**src/rtl/pc_seq.sv**
```systemverilog
// Program-counter sequencer: jump, signed branch, stall, call/return stack and sticky halt.
// Optional PC_SEQ_RETIRE_CNT_EN adds a saturating 32-bit retire counter output.
module pc_seq #(
    parameter int PC_W      = 10,
    parameter int OFF_W     = 8,
    parameter int HALT_ADDR = 63,
    parameter int RAS_DEPTH = 4
) (
    input  logic                         CLK,
    input  logic                         init,
    input  logic                         stall,
    input  logic                         jump_en,
    input  logic                         branch_en,
    input  logic                         call_en,
    input  logic                         ret_en,
    input  logic [PC_W-1:0]              target,
    input  logic [OFF_W-1:0]             offset,
    output logic [PC_W-1:0]              PC,
    output logic                         halt,
    output logic                         ras_err,
    output logic [$clog2(RAS_DEPTH):0]   ras_cnt
`ifdef PC_SEQ_RETIRE_CNT_EN
    ,
    output logic [31:0]                  retire_cnt
`endif
);

    localparam int IDX_W = $clog2(RAS_DEPTH);
    localparam int CNT_W = IDX_W + 1;
    localparam logic [PC_W-1:0]  HALT_PC  = PC_W'(HALT_ADDR);
    localparam logic [CNT_W-1:0] CNT_FULL = CNT_W'(RAS_DEPTH);

    logic [PC_W-1:0]        stack [RAS_DEPTH];
    logic                   over;
    logic                   advance;
    logic                   full;
    logic                   push_en;
    logic [PC_W-1:0]        pc_inc;
    logic signed [PC_W-1:0] off_ext;
    logic [IDX_W-1:0]       top_idx;
    logic [IDX_W-1:0]       push_idx;

    always_comb begin
        over     = PC > HALT_PC;
        advance  = !halt && !over && !stall;
        full     = ras_cnt == CNT_FULL;
        push_en  = advance && !ret_en && call_en && !full;
        pc_inc   = PC + PC_W'(1);
        off_ext  = PC_W'($signed(offset));
        top_idx  = IDX_W'(ras_cnt - CNT_W'(1));
        push_idx = IDX_W'(ras_cnt);
    end

    always_ff @(posedge CLK or posedge init) begin
        if (init) begin
            PC      <= '0;
            halt    <= 1'b0;
            ras_err <= 1'b0;
            ras_cnt <= '0;
        end else if (!halt) begin
            if (over) begin
                halt <= 1'b1;
            end else if (!stall) begin
                if (ret_en) begin
                    if (ras_cnt != '0) begin
                        PC      <= stack[top_idx];
                        ras_cnt <= ras_cnt - CNT_W'(1);
                    end else begin
                        ras_err <= 1'b1;
                        PC      <= pc_inc;
                    end
                end else if (call_en) begin
                    PC <= target;
                    if (!full) ras_cnt <= ras_cnt + CNT_W'(1);
                    else       ras_err <= 1'b1;
                end else if (jump_en) begin
                    PC <= target;
                end else if (branch_en) begin
                    PC <= PC + off_ext;
                end else begin
                    PC <= pc_inc;
                end
            end
        end
    end

    // Stack storage needs no reset; ras_cnt alone defines which entries are valid.
    always_ff @(posedge CLK) begin
        if (push_en) stack[push_idx] <= pc_inc;
    end

`ifdef PC_SEQ_RETIRE_CNT_EN
    always_ff @(posedge CLK or posedge init) begin
        if (init)
            retire_cnt <= '0;
        else if (advance && retire_cnt != '1)
            retire_cnt <= retire_cnt + 32'd1;
    end
`endif

endmodule

```
**config.mk**
```make
export PLATFORM = sky130hd
export DESIGN_NAME = pc_seq
export DESIGN_NICKNAME = d
export VERILOG_FILES = /design/src/rtl/pc_seq.sv
export SDC_FILE = /design/constraint.sdc
export NUM_CORES = 1
export LEC_CHECK = 0
export CORE_ASPECT_RATIO = 1.1
export CORE_MARGIN = 2
export CORE_UTILIZATION = 59
export DETAILED_ROUTE_END_ITERATION = 8
export DONT_BUFFER_PORTS = 1
export HOLD_SLACK_MARGIN = 0.08
export MAX_ROUTING_LAYER = met4
export PLACE_DENSITY = 0.84
export SLEW_MARGIN = 10
export SYNTH_ARGS = -nofsm -noshare
export SYNTH_HDL_FRONTEND = slang
export SYNTH_SLANG_ARGS = --single-unit
export TNS_END_PERCENT = 50
```
**constraint.sdc**
```tcl
create_clock -name CLK -period 7.2 [get_ports CLK]
set_input_delay 1.44 -clock CLK [delete_from_list [all_inputs] [get_ports CLK]]
set_output_delay 1.44 -clock CLK [all_outputs]
set_load 0.005 [all_outputs]
```
Word-level counts from Yosys, hierarchy flattened

Memories as Yosys holds them, arrays and structs flattened.
Index checks and enable logic that the tools add are counted.

Add/subtract/negate cells: 4
$lt $le $gt $ge: 1
Eq/ne operators: 4
Muxes and demuxes: 17
Bitwise gates (word level): 3
Reduce and logical (&&, ||, !) cells: 16

Operators with widths:

| kind                    | count |
|---|---|
| $mux W10                | 5 |
| $mux W3                 | 4 |
| $reduce_and A6 Y1       | 2 |
| $add A10 B1 Y10 const B | 1 |
| $add A10 B10 Y10        | 1 |
| $gt A10 B6 Y1 const B   | 1 |
| $mux W1                 | 8 |
| $logic_and A1 B1 Y1     | 5 |
| $logic_not A1 Y1        | 5 |
| $ne A2 B2 Y1 const B    | 2 |
| $reduce_bool A2 Y1      | 2 |
| $add A3 B1 Y3 const B   | 1 |
| $eq A3 B3 Y1 const B    | 1 |
| $not A1 Y1              | 3 |
| $reduce_and A3 Y1       | 1 |
| $reduce_bool A3 Y1      | 1 |
| $sub A3 B1 Y3 const B   | 1 |
| $ne A2 B1 Y1 const B    | 1 |

Register bits after elaboration: 15
RAM bits: 40
Bits of input ports: 25
Output and inout port bits: 15
Word-level logic and storage cells: 50
Memories: 1

Memories:

| memory | words | width | rd ports | clocked after Yosys merged registers in | write ports | line | source |
|---|---|---|---|---|---|---|---|
| stack  | 4     | 10    | 1        | 0                                       | 1           | 33   | `logic [PC_W-1:0] stack [RAS_DEPTH];` |

Longest topological paths before layout

Gate-level depths: netlist of the first run.

Word-level depth: 9
Mapped depth: 9

Least setup slack after synthesis of the first run

No wires, ideal clock.

Path type: input-to-reg
Start: input port offset[0]
End: register PC[8]
Library setup time: 131 ps
Arrival time: 2,962 ps
Data required time: 7,069 ps
Setup slack: 4,106 ps
Stages: 7
Cell sequence: ha_1 fa_1 a211oi_1 o21bai_1 o22ai_1 mux2i_1 or3_1

Cells in the longest elaborated chain, start to end: 5

Ends and longest elaborated chain:

| item                 | line | source |
|---|---|---|
| start, declared      | 17   | `input logic [OFF_W-1:0] offset,` |
| $add A10 B10 Y10     | 79   | `PC <= PC + off_ext;` |
| $mux W10             | 78   | `end else if (branch_en) begin` |
| $mux W10             | 76   | `end else if (jump_en) begin` |
| $mux W10             | 72   | `end else if (call_en) begin` |
| $mux W10             | 64   | `if (ret_en) begin` |
| end signal, assigned | 73   | `PC <= target;` |
| end signal, assigned | 77   | `PC <= target;` |
| end signal, assigned | 79   |  |
| end, declared        | 18   | `output logic [PC_W-1:0] PC,` |

No other way between the ends.
A chain may end at the register's enable or synchronous reset.

Worst setup path after layout of the first run

Ends and elaborated chain as after synthesis.

==> results.yml, run 1 <==
sta:
  timing.hold.ws_ps: 522
  worst_pin_slew_ps: 878
  slew_viol_final: 0
  timing.setup.tns_ps: 0
  final-hold-violation-count: 0
  rsz0062_at_grt: "no"
  fmax_mhz: 340
  skew_ps: 11.3
  final.period_utilization: 0.408
  maxSlewHeadroom: 0.412
  setup_viol: 0
  period_minus_slack_ps: 2940
routing:
  vias: 2086
  wire_per_inst_um: 20.2
  drc: 0
  viasPerCell: 6.58
  drt-initial-drc-count: 212
  drt-pass1-iter-count: 4
  drtAntennaViolNets: 0
  drt-total-wl_mm: 6.40
clocking:
  cts_max_path_buffers: 2
  path_clk_slew_ps: 100
  hold_buffers: 0
  ctsResizeCount: 0
  cts-htree-levels: 2
  cts-root-buf: "clkbuf_8"
  cts_buffers: 5
  post_cts_buffers: 0
  clock_latency_ps: 310
  clock_sinks: 55
  cts_tree: "done"
die:
  io_pins: 40
  dieArea_um2: 5900
  core.rowCount: 27
  dieWidth_um: 73.4
  start_util: 0.618
  core_area_um2: 5070
  die_y_um: 80.4
run_status:
  status: "finished clean"
synthesis:
  synth_top_cell_by_area: "edfxtp_1"
  synth_area_leaders: "edfxtp_1 38%, dfrtp_1 12%, mux4_2 7.2%"
  synth_edf_count: 40
  ys_ff_latch: 55
  synth-seq-area-share: 0.504
  syn_nets: 302
  yosys_warnings: 0
  yosysTopAreaCellShare: 0.384
  synth.distinct_cells: 56
  ys.flop_type: "edfxtp_1"
  async_flop_share: 0.273
  syn_area_um2: 3130
  syn_inst: 261
  synth.avg_cell_area_um2: 12.0
global_routing:
  antenna_found_initial: 0
  grt_max_degree: 19
  grt_use_total: 0.241
  grt.overflow.total: 0
  grt_pass1_vias: 2164
  grt_pass1_wl_mm: 10.4
power:
  max-vdd-ir-drop_mv: 0.118
  powerDensity_nw_per_um2: 200
  power.leakage_nw: 1.19
cells_and_area:
  fin_nets: 299
  fin_util: 0.640
  n_antenna_cell: 0
  fill_cells: 380
  layout-drive-gt1-share: 0.112
  syn_to_final_growth_pct: 3.64
hold_path:
  holdCritPathClass: "reg2reg"
  holdCritStartpoint: "ras_err$_DFFE_PP0P_"
placed_design:
  place.gp.congestion: 0.857
  io_buffers: 0
  dp_hpwl_mm: 4.70
critical_path:
  end_kind: "flop"
  critical_path_arrival_ps: 3140
  crit_fanout: 3
  worstPathRequired_ps: 7400
  crit_type: "in2reg"
  start_kind: "primary input"
  reg2reg_from: "ras_cnt[0]$_DFFE_PP0P_"
  startpoint: "offset[0]"
job:
  maxCapViolCount: 0
-- report_power, final --
group          switching (W)  internal [W]  leakage (nW)
Sequential         0.0000179      0.000352         0.536
Clock               0.000102     0.0000683        0.0412
Combinational      0.0000590     0.0000484         0.608
-- placed cells by master, fill, tap and decap left out, drive strengths merged, types with 2 or more instances in the layout --
master   count
o21ai       14
mux4        10
a211o        2
a2111oi      2
a21oi       12
a21o         4
nor3         5
edfxtp      40
dfrtp       15
or2          3
inv         11
xor2         6
a31oi        2
a221oi       2
o22ai        3
a22o         2
xnor2        8
o211ai       2
nand3        9
nor2        13
o21a         3
mux2i        2
and2         5
nand3b       2
nand4        2
clkbuf       6
a211oi       8
a2bb2oi      2
nand2       18
or3          6
ha          15
mux2         2
and4         2
-- layer usage --
layer / GRT usage / vias up / share of wire
met3: 0.0427 / 14 / 0.044
li1: - / 995 / -
met2: 0.391 / 66 / 0.49
met5: - / - / 0
met1: 0.293 / 1011 / 0.44
met4: 0.111 / 0 / 0.027
-- kinds of logic (layout without fill, tap and decap cells) --
logic type,Yosys count,in the layout,synth area share
multiplexers,14,14,0.0856
flip-flops,55,55,0.504
XOR/XNOR,14,14,0.0392
adder cells (fa/ha/maj),16,16,0.0664
AND/OR/NAND/NOR,73,73,0.126
AO/OA/AOI/OAI,67,67,0.150
buffers and inverters,22,20,0.0296
-- state kept, by name, indices dropped and copies added (netlist names) --
name / count
PC: 10
ras_cnt: 3
ras_err: 1
stack: 40
halt: 1
-- Yosys cell counts, drive strengths merged (3+ instances only) --
cell / instances
a21o: 4
or3: 6
a211oi: 8
nand3: 9
nor2: 13
nand2: 18
clkbuf: 8
nor3: 5
ha: 15
o21ai: 14
or2: 3
o21a: 3
o22ai: 3
buf: 3
edfxtp: 40
inv: 11
xnor2: 8
dfrtp: 15
and2: 5
mux4: 10
a21oi: 12
xor2: 6
-- worst paths after layout --
path | to | slack (ps) | cells past startpoint
max | PC[8]$_DFFE_PP0P_ | 4260 | 7
min | ras_err$_DFFE_PP0P_ | 520 | 1
max reg2reg | PC[9]$_DFFE_PP0P_ | 4330 | 7
min reg2reg | ras_err$_DFFE_PP0P_ | 520 | 1
max in group asynchronous | ras_cnt[1]$_DFFE_PP0P_ | 5700 | 1
min in group asynchronous | PC[9]$_DFFE_PP0P_ | 1080 | 1
-- cell type report --
| cell class | count | area [µm²] | share of cell area |
|---|---|---|---|
| clock buffer | 6 | 72.6 | 0.0224 |
| clock inverter | 2 | 12.5 | 0.00386 |
| inverter | 11 | 41.3 | 0.0127 |
| multi-input combinational | 184 | 1460 | 0.450 |
| sequential | 55 | 1580 | 0.486 |
| tap | 58 | 72.6 | 0.0224 |
| timing repair buffer | 1 | 7.51 | 0.00231 |
-- through the flow --
stage	cells	cell area [µm²]	power, W	setup slack (ps)
floorplan	261	3130	0.000460	4110
global placement	309	3160	0.000480	3990
detailed placement	309	3160	0.000483	3930
CTS	317	3240	0.000648	4260
global route	317	3240	0.000676	4040
finish	317	3240	0.000647	4260
-- critical path: stages --
cell and delay [ps]:
ha_1 200, fa_1 420, a211oi_1 310, o21bai_1 180, o22ai_1 190, mux2i_1 100, or3_1 300
Power figures use the tool's default switching activity.
==> run 2, diff against run 1 <==
--- a/config.mk
+++ b/config.mk
@@ -7,7 +7,7 @@
 export LEC_CHECK = 0
 export CORE_ASPECT_RATIO = 1.1
 export CORE_MARGIN = 2
-export CORE_UTILIZATION = 59
+export CORE_UTILIZATION = 57
 export DETAILED_ROUTE_END_ITERATION = 8
 export DONT_BUFFER_PORTS = 1
 export HOLD_SLACK_MARGIN = 0.08
==> constraint.sdc (replaced) <==
create_clock -name CLK -period 2.6 [get_ports CLK]
set_input_delay 0.52 -clock CLK [delete_from_list [all_inputs] [get_ports CLK]]
set_output_delay 0.52 -clock CLK [all_outputs]
set_load 0.005 [all_outputs]
==> run 2 against run 1 <==
  * Worst setup slack worse by 3900 ps
  * Clock-buffer cell count unchanged
  * Global-route usage fell by 0.57 points
  * Non-clock buffer count is 11 higher
  * Highest routed layer unchanged
  * Routed wire length is 4.1% higher
  * Final cell count is 8.8% higher
  * Die area grew 3.3%
  * Clock power increased to 2.6 times the previous value
  * Register-to-register slack got worse by 4000 ps
  * Via count increased by 5.8%
  * Critical endpoint is now PC[9]$_DFFE_PP0P_
  * Final area increased by 3.0%
  * Sequential cell count did not move
==> results.yml, run 2 (same netlist as run 1, synthesis figures left out) <==
run_status:
  status: "finished clean"
die:
  die_y_um: 81.7
  core_area_um2: 5330
  io_pins: 40
  dieArea_um2: 6100
  core.rowCount: 28
  start_util: 0.588
  dieWidth_um: 74.6
placed_design:
  place.gp.congestion: 0.861
  post-place-ws_ps: 291
  place_area_um2: 3260
  dp.cells: 337
  dp_hpwl_mm: 4.89
  io_buffers: 0
clocking:
  ctsResizeCount: 0
  hold_buffers: 0
  cts_tree: "done"
  clock_latency_ps: 300
  cts_max_path_buffers: 2
  cts-htree-levels: 2
  cts_buffers: 5
  path_clk_slew_ps: 100
  post_cts_buffers: 0
  cts-root-buf: "clkbuf_8"
  clock_sinks: 55
cells_and_area:
  n_antenna_cell: 0
  top_regs: "stack (40), PC (10), ras_cnt (3)"
  post-route-cell-area_um2: 3340
  largest_register: "stack"
  syn_to_final_growth_pct: 6.80
  layout_commonest_cell: "edfxtp_1"
  instances_no_fill: 345
  layout-drive-gt1-share: 0.141
  fill_cells: 417
  final_cell_mix: "40 x edfxtp_1, 17 x nand2_1, 15 x dfrtp_1, 15 x ha_1, 14 x o21ai_0"
  fin_nets: 310
  largest_reg_flops: 40
critical_path:
  reg2reg_depth: 6
  end_kind: "flop"
  worstPathRequired_ps: 2790
  critical_path_arrival_ps: 2460
  start_kind: "flop"
  reg2reg_from: "PC[2]$_DFFE_PP0P_"
  crit_type: "reg2reg"
  crit_fanout: 8
  reg2reg_to: "PC[9]$_DFFE_PP0P_"
  r2r_setup_slack_ps: 330
hold_path:
  holdCritPathClass: "in2async"
global_routing:
  grt_pass1_vias: 2153
  antenna_found_initial: 0
  grt.overflow.total: 0
  grt_use_total: 0.235
  grt.met2_usage: 0.389
  grt_max_degree: 19
  grt_pass1_wl_mm: 10.2
  met3_usage: 0.0380
  grt-busiest-layer: "met2"
  use_met1: 0.280
routing:
  drt-initial-drc-count: 167
  wire_per_inst_um: 19.3
  viasPerCell: 6.39
  vias: 2206
  drtAntennaViolNets: 0
  drc: 0
  drt-pass1-iter-count: 5
  drt-total-wl_mm: 6.67
power:
  pwr-share-seq: 0.565
  p_int_w: 0.00130
  pwr-share-comb: 0.185
  switching_share: 0.270
  power.leakage_nw: 1.24
  max-vdd-ir-drop_mv: 0.319
  clkPwrFrac: 0.250
  powerDensity_nw_per_um2: 534
  p_total_w: 0.00179
  switching_power_w: 0.000482
sta:
  timing.setup.tns_ps: 0
  rsz0062_at_grt: "no"
  skew_ps: 13.2
  final.period_utilization: 0.871
  maxSlewHeadroom: 0.562
  final-hold-violation-count: 0
  worst_pin_slew_ps: 657
  slew_viol_final: 0
  setup_ws_ps: 334
  period_minus_slack_ps: 2270
  fmax_mhz: 441
  setup_viol: 0
job:
  maxCapViolCount: 0
==> run 2: cell types whose count changed in the layout (fill, tap and decap cells not counted) <==
cell	delta
clkinvlp_4	-1
clkinv_1	+2
clkinv_2	-1
buf_4	+11
==> run 2: worst max-delay path by stage <==
stage                                      start                end  slack [ps]  cells after the start
after global placement                 offset[0]  PC[8]$_DFFE_PP0P_         300                      7
after floorplan           ras_cnt[0]$_DFFE_PP0P_  PC[8]$_DFFE_PP0P_          90                      8
final                          PC[2]$_DFFE_PP0P_  PC[9]$_DFFE_PP0P_         330                      6
after CTS                 ras_cnt[1]$_DFFE_PP0P_  PC[8]$_DFFE_PP0P_         380                      6
after global routing           PC[2]$_DFFE_PP0P_  PC[9]$_DFFE_PP0P_         210                      6
after detailed placement               offset[0]  PC[8]$_DFFE_PP0P_         290                      7
==> run 2: final cells by class <==
cell class                      count  area (µm²)  share of cell area
Multi-Input combinational cell    184        1460               0.437
Timing Repair Buffer               12        90.1              0.0270
Sequential cell                    55        1580               0.472
Tap cell                           75        93.8              0.0281
Clock inverter                      2        7.51             0.00225
Inverter                           11        41.3              0.0124
Clock buffer                        6        72.6              0.0217
==> run 2: layer usage <==
metal,share of wire,wire [µm]
met1,0.41,2760
met2,0.51,3400
met3,0.047,314
met4,0.028,190
met5,0,0
==> run 2: stage by stage <==
step                hold WS (ps)  utilization
floorplan                    421            -
global placement             498        0.613
detailed placement           498        0.613
CTS                          192        0.628
global route                 227        0.628
finish                       180        0.628
==> run 2: power groups by stage <==
stage	Clock (W)	Combinational, W	Sequential, W
finish	0.000446	0.000331	0.00101
CTS	0.000458	0.000329	0.00101
global placement	0	0.000314	0.00103
floorplan	0	0.000252	0.00102
global route	0.000488	0.000365	0.00101
detailed placement	0	0.000326	0.00103
==> run 2: critical path, stage by stage (launching register included) <==
cell and delay (ps):
dfrtp_1 510, ha_1 420, nand3_1 160, a21o_1 220
a211oi_1 400, nor3_1 80, o41a_1 370
